File: config.mk
export PLATFORM = sky130hd
export DESIGN_NAME = joypad_emulator
export DESIGN_NICKNAME = d
export VERILOG_FILES = /design/src/rtl/joypad_pkg.sv /design/src/rtl/joypad_debounce.sv /design/src/rtl/joypad_emulator.sv
export SDC_FILE = /design/constraint.sdc
export NUM_CORES = 1
export LEC_CHECK = 0
export CORE_AREA = 2 2 94 51
export CTS_CLUSTER_DIAMETER = 50
export DETAILED_ROUTE_END_ITERATION = 6
export DIE_AREA = 0 0 96 53
export DONT_BUFFER_PORTS = 1
export PLACE_DENSITY_LB_ADDON = 0.15
export SKIP_CTS_REPAIR_TIMING = 1
export SLEW_MARGIN = 10
export SYNTH_ARGS = -nofsm -noshare
export SYNTH_HDL_FRONTEND = slang
export SYNTH_HIERARCHICAL = 1
export SYNTH_SLANG_ARGS = --single-unit
export TNS_END_PERCENT = 1
File: constraint.sdc
create_clock -name clk -period 3.6 [get_ports clk]
set_input_delay 0.54 -clock clk [delete_from_list [all_inputs] [get_ports clk]]
set_output_delay 0.54 -clock clk [all_outputs]
set_load 0.02 [all_outputs]
File: src/rtl/joypad_pkg.sv
// Shared constants for the NES joypad emulator: button bit positions,
// synchronizer depth and synchronizer idle levels.
package joypad_pkg;

    localparam int unsigned BTN_A      = 0;
    localparam int unsigned BTN_B      = 1;
    localparam int unsigned BTN_SELECT = 2;
    localparam int unsigned BTN_START  = 3;
    localparam int unsigned BTN_UP     = 4;
    localparam int unsigned BTN_DOWN   = 5;
    localparam int unsigned BTN_LEFT   = 6;
    localparam int unsigned BTN_RIGHT  = 7;

    localparam int unsigned NUM_BUTTONS = 8;
    localparam int unsigned SYNC_STAGES = 2;

    localparam logic LATCH_IDLE = 1'b0;
    localparam logic JCLK_IDLE  = 1'b1;
    localparam logic BTN_IDLE   = 1'b1;

endpackage

File: src/rtl/joypad_debounce.sv
// Shared-prescaler debouncer: a bit's state only follows its input once two
// consecutive tick samples agree. Inputs must already be synchronized.
module joypad_debounce #(
    parameter int unsigned WIDTH           = 8,
    parameter int unsigned DEBOUNCE_CYCLES = 21477
) (
    input  logic             clk,
    input  logic             rst,
    input  logic [WIDTH-1:0] in_i,
    output logic [WIDTH-1:0] state_o
);

    localparam int unsigned CNT_W = $clog2(DEBOUNCE_CYCLES);

    logic [CNT_W-1:0] cnt_q, cnt_d;
    logic [WIDTH-1:0] samp_q, samp_d;
    logic [WIDTH-1:0] state_q, state_d;
    logic [WIDTH-1:0] agree_c;
    logic             tick_c;

    always_comb begin
        tick_c  = (cnt_q == CNT_W'(DEBOUNCE_CYCLES - 1));
        cnt_d   = tick_c ? '0 : cnt_q + CNT_W'(1);
        agree_c = ~(samp_q ^ in_i);
        samp_d  = samp_q;
        state_d = state_q;
        if (tick_c) begin
            samp_d  = in_i;
            state_d = (state_q & ~agree_c) | (in_i & agree_c);
        end
    end

    always_ff @(posedge clk or posedge rst) begin
        if (rst) begin
            cnt_q   <= '0;
            samp_q  <= '0;
            state_q <= '0;
        end else begin
            cnt_q   <= cnt_d;
            samp_q  <= samp_d;
            state_q <= state_d;
        end
    end

    assign state_o = state_q;

endmodule

File: src/rtl/joypad_emulator.sv
// NES controller (4021) emulation: debounced buttons shifted out active-low on
// console latch/clock strobes. Define JOYPAD_TURBO_EN to add turbo A/B.
module joypad_emulator #(
    parameter int unsigned DEBOUNCE_CYCLES = 21477,
    parameter int unsigned TURBO_DIV       = 2
) (
    input  logic       clk,
    input  logic       rst,
    input  logic [7:0] buttons_n,
    input  logic [1:0] turbo_n,
    input  logic       joy_latch,
    input  logic       joy_clk,
    output logic       joy_data,
    output logic [7:0] buttons_state
);
    import joypad_pkg::*;

`ifdef JOYPAD_TURBO_EN
    localparam int unsigned DB_W = NUM_BUTTONS + 2;
`else
    localparam int unsigned DB_W = NUM_BUTTONS;
`endif

    logic [SYNC_STAGES-1:0]                  latch_sync_q, jclk_sync_q;
    logic [SYNC_STAGES-1:0][NUM_BUTTONS-1:0] btn_sync_q;
    logic                                    latch_prev_q, jclk_prev_q;
    logic [7:0]                              sr_q, sr_d;
    logic                                    joy_data_q;
    logic [DB_W-1:0]                         db_in_c, db_state_c;
    logic [7:0]                              st_c, rep_c;
    logic                                    latch_s_c, latch_rise_c, jclk_rise_c;
    logic                                    turbo_a_c, turbo_b_c;

    // Synchronizers and edge-detect history
    always_ff @(posedge clk or posedge rst) begin
        if (rst) begin
            latch_sync_q <= {SYNC_STAGES{LATCH_IDLE}};
            jclk_sync_q  <= {SYNC_STAGES{JCLK_IDLE}};
            btn_sync_q   <= {(SYNC_STAGES * NUM_BUTTONS){BTN_IDLE}};
            latch_prev_q <= LATCH_IDLE;
            jclk_prev_q  <= JCLK_IDLE;
        end else begin
            latch_sync_q <= {latch_sync_q[SYNC_STAGES-2:0], joy_latch};
            jclk_sync_q  <= {jclk_sync_q[SYNC_STAGES-2:0], joy_clk};
            btn_sync_q   <= {btn_sync_q[SYNC_STAGES-2:0], buttons_n};
            latch_prev_q <= latch_sync_q[SYNC_STAGES-1];
            jclk_prev_q  <= jclk_sync_q[SYNC_STAGES-1];
        end
    end

    assign latch_s_c    = latch_sync_q[SYNC_STAGES-1];
    assign latch_rise_c = latch_s_c & ~latch_prev_q;
    assign jclk_rise_c  = jclk_sync_q[SYNC_STAGES-1] & ~jclk_prev_q;

`ifdef JOYPAD_TURBO_EN
    localparam int unsigned TC_W = $clog2(TURBO_DIV + 1);

    logic [SYNC_STAGES-1:0][1:0] turbo_sync_q;
    logic [TC_W-1:0]             tcnt_q, tcnt_d;
    logic                        phase_q, phase_d;

    // Phase flips on the first latch edge of every TURBO_DIV-edge group
    always_comb begin
        tcnt_d  = tcnt_q;
        phase_d = phase_q;
        if (latch_rise_c) begin
            tcnt_d  = (tcnt_q == TC_W'(TURBO_DIV - 1)) ? '0 : tcnt_q + TC_W'(1);
            phase_d = (tcnt_q == '0) ? ~phase_q : phase_q;
        end
    end

    always_ff @(posedge clk or posedge rst) begin
        if (rst) begin
            turbo_sync_q <= {(SYNC_STAGES * 2){BTN_IDLE}};
            tcnt_q       <= '0;
            phase_q      <= 1'b0;
        end else begin
            turbo_sync_q <= {turbo_sync_q[SYNC_STAGES-2:0], turbo_n};
            tcnt_q       <= tcnt_d;
            phase_q      <= phase_d;
        end
    end

    assign db_in_c   = {~turbo_sync_q[SYNC_STAGES-1], ~btn_sync_q[SYNC_STAGES-1]};
    assign turbo_a_c = db_state_c[NUM_BUTTONS]     & phase_q;
    assign turbo_b_c = db_state_c[NUM_BUTTONS + 1] & phase_q;
`else
    localparam int unsigned unused_turbo_div = TURBO_DIV;
    logic unused_turbo_c;

    assign unused_turbo_c = ^turbo_n;
    assign db_in_c        = ~btn_sync_q[SYNC_STAGES-1];
    assign turbo_a_c      = 1'b0;
    assign turbo_b_c      = 1'b0;
`endif

    joypad_debounce #(
        .WIDTH           (DB_W),
        .DEBOUNCE_CYCLES (DEBOUNCE_CYCLES)
    ) u_debounce (
        .clk     (clk),
        .rst     (rst),
        .in_i    (db_in_c),
        .state_o (db_state_c)
    );

    assign st_c = db_state_c[NUM_BUTTONS-1:0];

    always_comb begin
        rep_c             = '0;
        rep_c[BTN_A]      = st_c[BTN_A] | turbo_a_c;
        rep_c[BTN_B]      = st_c[BTN_B] | turbo_b_c;
        rep_c[BTN_SELECT] = st_c[BTN_SELECT];
        rep_c[BTN_START]  = st_c[BTN_START];
        rep_c[BTN_UP]     = st_c[BTN_UP];
        rep_c[BTN_DOWN]   = st_c[BTN_DOWN];
        rep_c[BTN_LEFT]   = st_c[BTN_LEFT];
        rep_c[BTN_RIGHT]  = st_c[BTN_RIGHT];
    end

    // Latch level loads transparently and so beats a coincident clock edge
    always_comb begin
        sr_d = sr_q;
        if (latch_s_c) begin
            sr_d = rep_c;
        end else if (jclk_rise_c) begin
            sr_d = {1'b1, sr_q[7:1]};
        end
    end

    always_ff @(posedge clk or posedge rst) begin
        if (rst) begin
            sr_q       <= '0;
            joy_data_q <= 1'b1;
        end else begin
            sr_q       <= sr_d;
            joy_data_q <= ~sr_q[0];
        end
    end

    assign joy_data      = joy_data_q;
    assign buttons_state = st_c;

endmodule

==> impl_results.html, run 1 <==
<table>
<tr><th>Metric</th><th>Value</th></tr>
<tr><th colspan="2">Worst setup path</th></tr>
<tr><td>WP data arrival</td><td>2.47 ns</td></tr>
<tr><td>Kind of capture point of the worst setup path</td><td>flop</td></tr>
<tr><td>Critical Path Source Type</td><td>flop</td></tr>
<tr><td>CP Data Required Time</td><td>3.81 ns</td></tr>
<tr><td>Critical Setup Path Class</td><td>reg -&gt; reg</td></tr>
<tr><td>Highest fanout seen on the critical path</td><td>25</td></tr>
<tr><th colspan="2">Synth</th></tr>
<tr><td>Share of the synthesized area in the top cell type</td><td>0.4214</td></tr>
<tr><td>Top cells by area, synth</td><td>sky130_fd_sc_hd__dfrtp_1 (42%), sky130_fd_sc_hd__dfstp_2 (22%), sky130_fd_sc_hd__a21oi_1 (3.5%)</td></tr>
<tr><td>Mapped Nets</td><td>223</td></tr>
<tr><td>Mean Syn Cell Area</td><td>11.76 um^2</td></tr>
<tr><td>Area leader, netlist</td><td>sky130_fd_sc_hd__dfrtp_1</td></tr>
<tr><td>Cell area after technology mapping</td><td>2435 um^2</td></tr>
<tr><td>Number of flip-flops and latches in the synthesized netlist</td><td>61</td></tr>
<tr><td>Count of distinct cell types in the synthesized netlist</td><td>28</td></tr>
<tr><td>Number of flops mapped to enable cells by yosys</td><td>0</td></tr>
<tr><td>Commonest register cell after synthesis</td><td>sky130_fd_sc_hd__dfrtp_1</td></tr>
<tr><td>Register area share after synthesis</td><td>0.6372</td></tr>
<tr><td>Syn Inst Count</td><td>207</td></tr>
<tr><td>Async set-or-reset flop fraction in the synthesized netlist</td><td>1.000</td></tr>
<tr><td>YS warnings</td><td>6</td></tr>
<tr><th colspan="2">Placed design</th></tr>
<tr><td>Placed cell area</td><td>2454 um^2</td></tr>
<tr><td>Placed Cells incl. Taps</td><td>257</td></tr>
<tr><td>Minimum setup slack after placement</td><td>1.358 ns</td></tr>
<tr><td>Hpwl dp</td><td>2.885 mm</td></tr>
<tr><td>RD Place Congestion</td><td>0.8091</td></tr>
<tr><td>Port buffer count</td><td>0</td></tr>
<tr><th colspan="2">GRT</th></tr>
<tr><td>Wire length of the first global-routing pass</td><td>7.189 mm</td></tr>
<tr><td>Via count of the first global-routing pass</td><td>1506</td></tr>
<tr><td>Largest net degree at the start of global routing</td><td>32</td></tr>
<tr><td>GRT Util Overall</td><td>0.1995</td></tr>
<tr><td>Initial antenna violation count</td><td>0</td></tr>
<tr><td>GRT Residual Overflow</td><td>0</td></tr>
<tr><th colspan="2">Clock network</th></tr>
<tr><td>CTS max path bufs</td><td>2</td></tr>
<tr><td>TritonCTS clock tree</td><td>yes</td></tr>
<tr><td>Clock network latency to the later pin of the worst-skew pair</td><td>0.33 ns</td></tr>
<tr><td>Max H-tree Level</td><td>3</td></tr>
<tr><td>Reg clk slew, reported paths</td><td>0.07 ns</td></tr>
<tr><td>Clock sink total</td><td>61</td></tr>
<tr><td>Total clock buffers created by CTS</td><td>9</td></tr>
<tr><td>Clk root buf</td><td>sky130_fd_sc_hd__clkbuf_8</td></tr>
<tr><th colspan="2">Pwr</th></tr>
<tr><td>Total chip power</td><td>1.449 mW</td></tr>
<tr><td>Sw Share</td><td>0.2026</td></tr>
<tr><td>Internal power summed over all cells</td><td>1.156 mW</td></tr>
<tr><td>Relative contribution of combinational cells to total power</td><td>0.016</td></tr>
<tr><td>Sequential power share</td><td>0.495</td></tr>
<tr><td>Sw power</td><td>0.2937 mW</td></tr>
<tr><td>Total power density per cell area</td><td>536.5 nW/um^2</td></tr>
<tr><td>Static leakage</td><td>1.225 nW</td></tr>
<tr><td>Maximum resistive drop on vdd</td><td>332.5 uV</td></tr>
<tr><td>Clock network power share</td><td>0.489</td></tr>
<tr><th colspan="2">Floorplanning</th></tr>
<tr><td>Die Span Y</td><td>53 um</td></tr>
<tr><td>Boundary Pins</td><td>23</td></tr>
<tr><td>Die Area</td><td>5088 um^2</td></tr>
<tr><td>Number of placement rows</td><td>17</td></tr>
<tr><td>Initial core utilization</td><td>0.5752</td></tr>
<tr><td>Die boundary width</td><td>96 um</td></tr>
<tr><td>Core Box Area</td><td>4233 um^2</td></tr>
<tr><th colspan="2">Finish</th></tr>
<tr><td>Number of antenna cells inserted</td><td>0</td></tr>
<tr><td>Nets</td><td>227</td></tr>
<tr><td>Layout Utilization</td><td>0.6382</td></tr>
<tr><td>Final standard cell count with taps included and fillers excluded</td><td>273</td></tr>
<tr><td>Share of layout cells above drive strength 1</td><td>0.1898</td></tr>
<tr><td>Final cell area excluding filler cells</td><td>2701 um^2</td></tr>
<tr><td>P&amp;R area growth vs syn</td><td>10.95%</td></tr>
<tr><th colspan="2">Route</th></tr>
<tr><td>Post-detailed-route count of antenna-violating nets</td><td>0</td></tr>
<tr><td>Total length of routed wires</td><td>4.268 mm</td></tr>
<tr><td>Number of design rule violations left after detail routing</td><td>0</td></tr>
<tr><td>Drt first pass iters</td><td>5</td></tr>
<tr><td>Average via count per standard cell</td><td>5.505</td></tr>
<tr><td>Routed length per placed instance</td><td>15.63 um</td></tr>
<tr><td>Via count</td><td>1503</td></tr>
<tr><td>Iteration-0 DRC Markers</td><td>87</td></tr>
<tr><th colspan="2">Run</th></tr>
<tr><td>Max-cap violations</td><td>0</td></tr>
<tr><th colspan="2">STA</th></tr>
<tr><td>Worst hold margin</td><td>0.1733 ns</td></tr>
<tr><td>Highest clock frequency the design can meet</td><td>0.4436 GHz</td></tr>
<tr><td>Total setup violations reported at the end of the flow</td><td>0</td></tr>
<tr><td>Min Clock Period, post-route</td><td>2.254 ns</td></tr>
<tr><td>Final worst-path cycle share</td><td>0.6262</td></tr>
<tr><td>Max_slew headroom</td><td>0.3001</td></tr>
<tr><td>Worst-case setup margin in the final layout</td><td>1.346 ns</td></tr>
<tr><td>Actual transition at the worst max-transition pin</td><td>1.049 ns</td></tr>
<tr><td>Max-slew violations</td><td>0</td></tr>
<tr><td>Max Clock Skew</td><td>0.004474 ns</td></tr>
<tr><td>Final TNS setup</td><td>0 ns</td></tr>
<tr><td>Final count of hold timing violations</td><td>0</td></tr>
<tr><td>Unrepaired setup endpoints after global routing</td><td>no</td></tr>
<tr><th colspan="2">Run status</th></tr>
<tr><td>Outcome</td><td>finished, final reports clean</td></tr>
<tr><th colspan="2">Worst hold path</th></tr>
<tr><td>Path category of the worst min-delay check</td><td>in -&gt; async</td></tr>
</table>
-- per-layer routing --
layer  share of wire  track usage  up-vias
li1                -            -      708
met1            0.48       0.2578      734
met2            0.45       0.2928       55
met3           0.063      0.09544        6
met4          0.0077      0.07381        0
met5               0            0        -
-- synthesized netlist by cell type, types with 4 or more instances --
cell type and instances:
sky130_fd_sc_hd__nor4bb_1 7, sky130_fd_sc_hd__a21oi_1 17, sky130_fd_sc_hd__xor2_1 5, sky130_fd_sc_hd__nand2_1 12, sky130_fd_sc_hd__a221o_1 7, sky130_fd_sc_hd__nand3_1 4
sky130_fd_sc_hd__nor2b_1 9, sky130_fd_sc_hd__o21ai_0 17, sky130_fd_sc_hd__nor2_1 12, sky130_fd_sc_hd__dfstp_2 20, sky130_fd_sc_hd__xnor2_1 6, sky130_fd_sc_hd__dfrtp_1 41
sky130_fd_sc_hd__and4_1 4, sky130_fd_sc_hd__inv_1 22
-- cell families (layout without fill, tap and decap cells) --
family | Yosys count | in the layout | share of synthesized area
flops | 61 | 61 | 0.6372
xor+xnor | 11 | 11 | 0.03957
fa+ha+maj | 2 | 2 | 0.01028
simple gates | 61 | 61 | 0.1506
mux | 1 | 1 | 0.004625
buf+inv | 29 | 38 | 0.05549
compound gates | 42 | 42 | 0.1023
-- final timing paths --
check	start	end	cells past startpoint	slack (ns)
max reg2reg	u_debounce/cnt_q[0]	flop	6	1.35
min	rst	u_debounce/samp_q[4]	1	0.17
max in group asynchronous	rst	sr_q[2]	1	2.61
max	u_debounce/cnt_q[0]	flop	6	1.35
min in group clk	joy_clk	jclk_sync_q[0]	0	0.19
min reg2reg	latch_sync_q[0]	latch_sync_q[1]	0	0.35
-- power by group through the flow --
stage          sequential [mW]  clock [mW]  combinational (mW)
2_1_floorplan            0.724           0              0.0231
3_3_place_gp             0.728           0              0.0232
3_5_place_dp             0.730           0              0.0243
4_1_cts                  0.718       0.723              0.0244
5_1_grt                  0.720       0.756              0.0278
6_report                 0.718       0.708              0.0234
-- cells in the final DEF (no fill, tap or decap), drive strengths merged, types with 2 or more instances in the layout --
master and instances:
xor2 5, a21oi 17, nor4bb 7, dfrtp 41
nor2 12, inv 22, a221o 7, and2 2
xnor2 6, nor2b 9, ha 2, nor3 3
clkbuf 13, o21ai 17, dfstp 20, and4 4
nand3 4, nand4 3, nand2 12
-- critical path, stage by stage (launching register included) --
cell	delay, ns
sky130_fd_sc_hd__dfrtp_1	0.43
sky130_fd_sc_hd__inv_1	0.08
sky130_fd_sc_hd__ha_1	0.15
sky130_fd_sc_hd__and4bb_2	0.23
sky130_fd_sc_hd__nand4_1	0.69
sky130_fd_sc_hd__o21ai_0	0.44
sky130_fd_sc_hd__a21oi_1	0.12
-- layout make-up --
cell class,count,area [um^2]
tap,57,71.32
clock buffer,13,201.4
sequential,61,1551
inverter,22,82.58
fill,323,1531
clock inverter,3,46.29
multi-input combinational,117,748.2
No activity file was read; power rests on OpenSTA's default activity.
==> run 2, diff against run 1 <==
Settings changed: CORE_AREA 2 2 94 51 to 2 2 98 53, DIE_AREA 0 0 96 53 to 0 0 100 55.
Clock period 3.6 ns to 1.8 ns, I/O delays scaled along.
==> impl_results.html, run 2 (synthesis gave the netlist of run 1 again) <==
<table>
<tr><th>Metric</th><th>Value</th></tr>
<tr><th colspan="2">Route</th></tr>
<tr><td>Post-detailed-route count of antenna-violating nets</td><td>0</td></tr>
<tr><td>Total length of routed wires</td><td>4.304 mm</td></tr>
<tr><td>Routed length per placed instance</td><td>14.74 um</td></tr>
<tr><td>Drt first pass iters</td><td>4</td></tr>
<tr><td>Average via count per standard cell</td><td>5.260</td></tr>
<tr><td>Number of design rule violations left after detail routing</td><td>0</td></tr>
<tr><td>Via count</td><td>1536</td></tr>
<tr><td>Iteration-0 DRC Markers</td><td>65</td></tr>
<tr><th colspan="2">Run status</th></tr>
<tr><td>Outcome</td><td>finished, final reports clean</td></tr>
<tr><th colspan="2">Worst setup path</th></tr>
<tr><td>CP Data Required Time</td><td>2.01 ns</td></tr>
<tr><td>Highest fanout seen on the critical path</td><td>6</td></tr>
<tr><td>Kind of capture point of the worst setup path</td><td>flop</td></tr>
<tr><td>Critical Path Source Type</td><td>flop</td></tr>
<tr><td>WP data arrival</td><td>1.87 ns</td></tr>
<tr><td>Critical Setup Path Class</td><td>reg -&gt; reg</td></tr>
<tr><th colspan="2">STA</th></tr>
<tr><td>Max-slew violations</td><td>0</td></tr>
<tr><td>Final TNS setup</td><td>0 ns</td></tr>
<tr><td>Actual transition at the worst max-transition pin</td><td>0.6660 ns</td></tr>
<tr><td>Unrepaired setup endpoints after global routing</td><td>no</td></tr>
<tr><td>Final count of hold timing violations</td><td>0</td></tr>
<tr><td>Max_slew headroom</td><td>0.5560</td></tr>
<tr><td>Highest clock frequency the design can meet</td><td>0.6021 GHz</td></tr>
<tr><td>Min Clock Period, post-route</td><td>1.661 ns</td></tr>
<tr><td>Total setup violations reported at the end of the flow</td><td>0</td></tr>
<tr><td>Final worst-path cycle share</td><td>0.9227</td></tr>
<tr><td>Max Clock Skew</td><td>0.006517 ns</td></tr>
<tr><th colspan="2">GRT</th></tr>
<tr><td>GRT Residual Overflow</td><td>0</td></tr>
<tr><td>GRT Util Overall</td><td>0.1858</td></tr>
<tr><td>Via count of the first global-routing pass</td><td>1465</td></tr>
<tr><td>Initial antenna violation count</td><td>0</td></tr>
<tr><td>Wire length of the first global-routing pass</td><td>7.231 mm</td></tr>
<tr><td>Largest net degree at the start of global routing</td><td>32</td></tr>
<tr><th colspan="2">Floorplanning</th></tr>
<tr><td>Die Area</td><td>5500 um^2</td></tr>
<tr><td>Die Span Y</td><td>55 um</td></tr>
<tr><td>Die boundary width</td><td>100 um</td></tr>
<tr><td>Core Box Area</td><td>4684 um^2</td></tr>
<tr><td>Initial core utilization</td><td>0.5198</td></tr>
<tr><td>Number of placement rows</td><td>18</td></tr>
<tr><td>Boundary Pins</td><td>23</td></tr>
<tr><th colspan="2">Pwr</th></tr>
<tr><td>Static leakage</td><td>1.287 nW</td></tr>
<tr><td>Total power density per cell area</td><td>1002 nW/um^2</td></tr>
<tr><td>Maximum resistive drop on vdd</td><td>553.0 uV</td></tr>
<tr><th colspan="2">Finish</th></tr>
<tr><td>P&amp;R area growth vs syn</td><td>16.86%</td></tr>
<tr><td>Nets</td><td>243</td></tr>
<tr><td>Most common cell after layout, fill and taps aside</td><td>sky130_fd_sc_hd__dfrtp_1</td></tr>
<tr><td>Layout Utilization</td><td>0.6074</td></tr>
<tr><td>Share of layout cells above drive strength 1</td><td>0.1897</td></tr>
<tr><td>Leading cell types in the layout, fill and taps excluded</td><td>sky130_fd_sc_hd__dfrtp_1 (41), sky130_fd_sc_hd__inv_1 (22), sky130_fd_sc_hd__dfstp_2 (20), sky130_fd_sc_hd__a21oi_1 (17), sky130_fd_sc_hd__o21ai_0 (17)</td></tr>
<tr><td>Number of antenna cells inserted</td><td>0</td></tr>
<tr><th colspan="2">Clock network</th></tr>
<tr><td>Max H-tree Level</td><td>3</td></tr>
<tr><td>CTS max path bufs</td><td>2</td></tr>
<tr><td>Clock sink total</td><td>61</td></tr>
<tr><td>TritonCTS clock tree</td><td>yes</td></tr>
<tr><td>Clock network latency to the later pin of the worst-skew pair</td><td>0.32 ns</td></tr>
<tr><td>Clk root buf</td><td>sky130_fd_sc_hd__clkbuf_8</td></tr>
<tr><td>Reg clk slew, reported paths</td><td>0.07 ns</td></tr>
<tr><td>Total clock buffers created by CTS</td><td>9</td></tr>
<tr><th colspan="2">Placed design</th></tr>
<tr><td>Hpwl dp</td><td>3.016 mm</td></tr>
<tr><td>Port buffer count</td><td>0</td></tr>
<tr><td>RD Place Congestion</td><td>0.8551</td></tr>
<tr><th colspan="2">Run</th></tr>
<tr><td>Max-cap violations</td><td>0</td></tr>
<tr><th colspan="2">Worst hold path</th></tr>
<tr><td>Path category of the worst min-delay check</td><td>reg -&gt; reg</td></tr>
</table>
-- run 2: cell types whose count changed in the layout (fill, tap and decap cells not counted), sizes merged --
cell / change
dlygate4sd3: +11
buf: +5
bufinv: +1
clkinv: -1
-- run 2: area by class of cell --
cell class | count | area, um^2
clock buffers | 13 | 158.9
clock inverters | 3 | 67.56
fillers | 373 | 1839
inverters | 22 | 82.58
multi-input cells | 117 | 749.5
flip-flops and latches | 61 | 1551
well taps | 60 | 75.07
repair buffers | 16 | 160.2
-- run 2: through the flow --
step	cells	hold slack (ns)	setup WS, ns	total power, mW	area (um^2)
3_5_place_dp	265	0.2636	0.09998	1.513	2507
2_1_floorplan	207	0.2745	0.2662	1.494	2435
4_1_cts	281	-0.1042	0.06222	2.874	2734
5_1_grt	292	0.3540	0.01563	2.972	2845
3_3_place_gp	265	0.2461	0.1570	1.507	2507
6_report	292	0.3494	0.1391	2.850	2845
-- run 2: worst paths after layout --
path,slack [ns],startpoint,to,cells after the start
hold / removal,0.35,latch_sync_q[0],latch_sync_q[1],0
setup / recovery,0.14,u_debounce/cnt_q[0],flop,7
max in group asynchronous,1.00,rst,joy_data,3
setup reg to reg,0.14,u_debounce/cnt_q[0],flop,7
min in group asynchronous,0.48,rst,u_debounce/cnt_q[2],3
hold reg to reg,0.35,latch_sync_q[0],latch_sync_q[1],0
-- run 2: per-layer routing --
layer  GRT usage  vias up  share of wire
met1      0.2428      761           0.50
met5           0        -              0
met4     0.08219        0         0.0074
met3     0.07789        4          0.040
li1            -      737              -
met2      0.2770       34           0.45
-- run 2: power breakdown --
group          leakage [nW]  internal, mW  switching (mW)
logic                 0.415        0.0290          0.0414
registers             0.762          1.42          0.0210
clock network         0.110         0.857           0.486
total                  1.29          2.30           0.549
-- run 2: critical path, stage by stage, from the launching register on --
cell,delay [ns]
sky130_fd_sc_hd__dfrtp_1,0.41
sky130_fd_sc_hd__inv_1,0.06
sky130_fd_sc_hd__ha_1,0.20
sky130_fd_sc_hd__and4bb_2,0.24
sky130_fd_sc_hd__and4_2,0.27
sky130_fd_sc_hd__buf_4,0.16
sky130_fd_sc_hd__a21oi_1,0.15
sky130_fd_sc_hd__a21oi_1,0.05
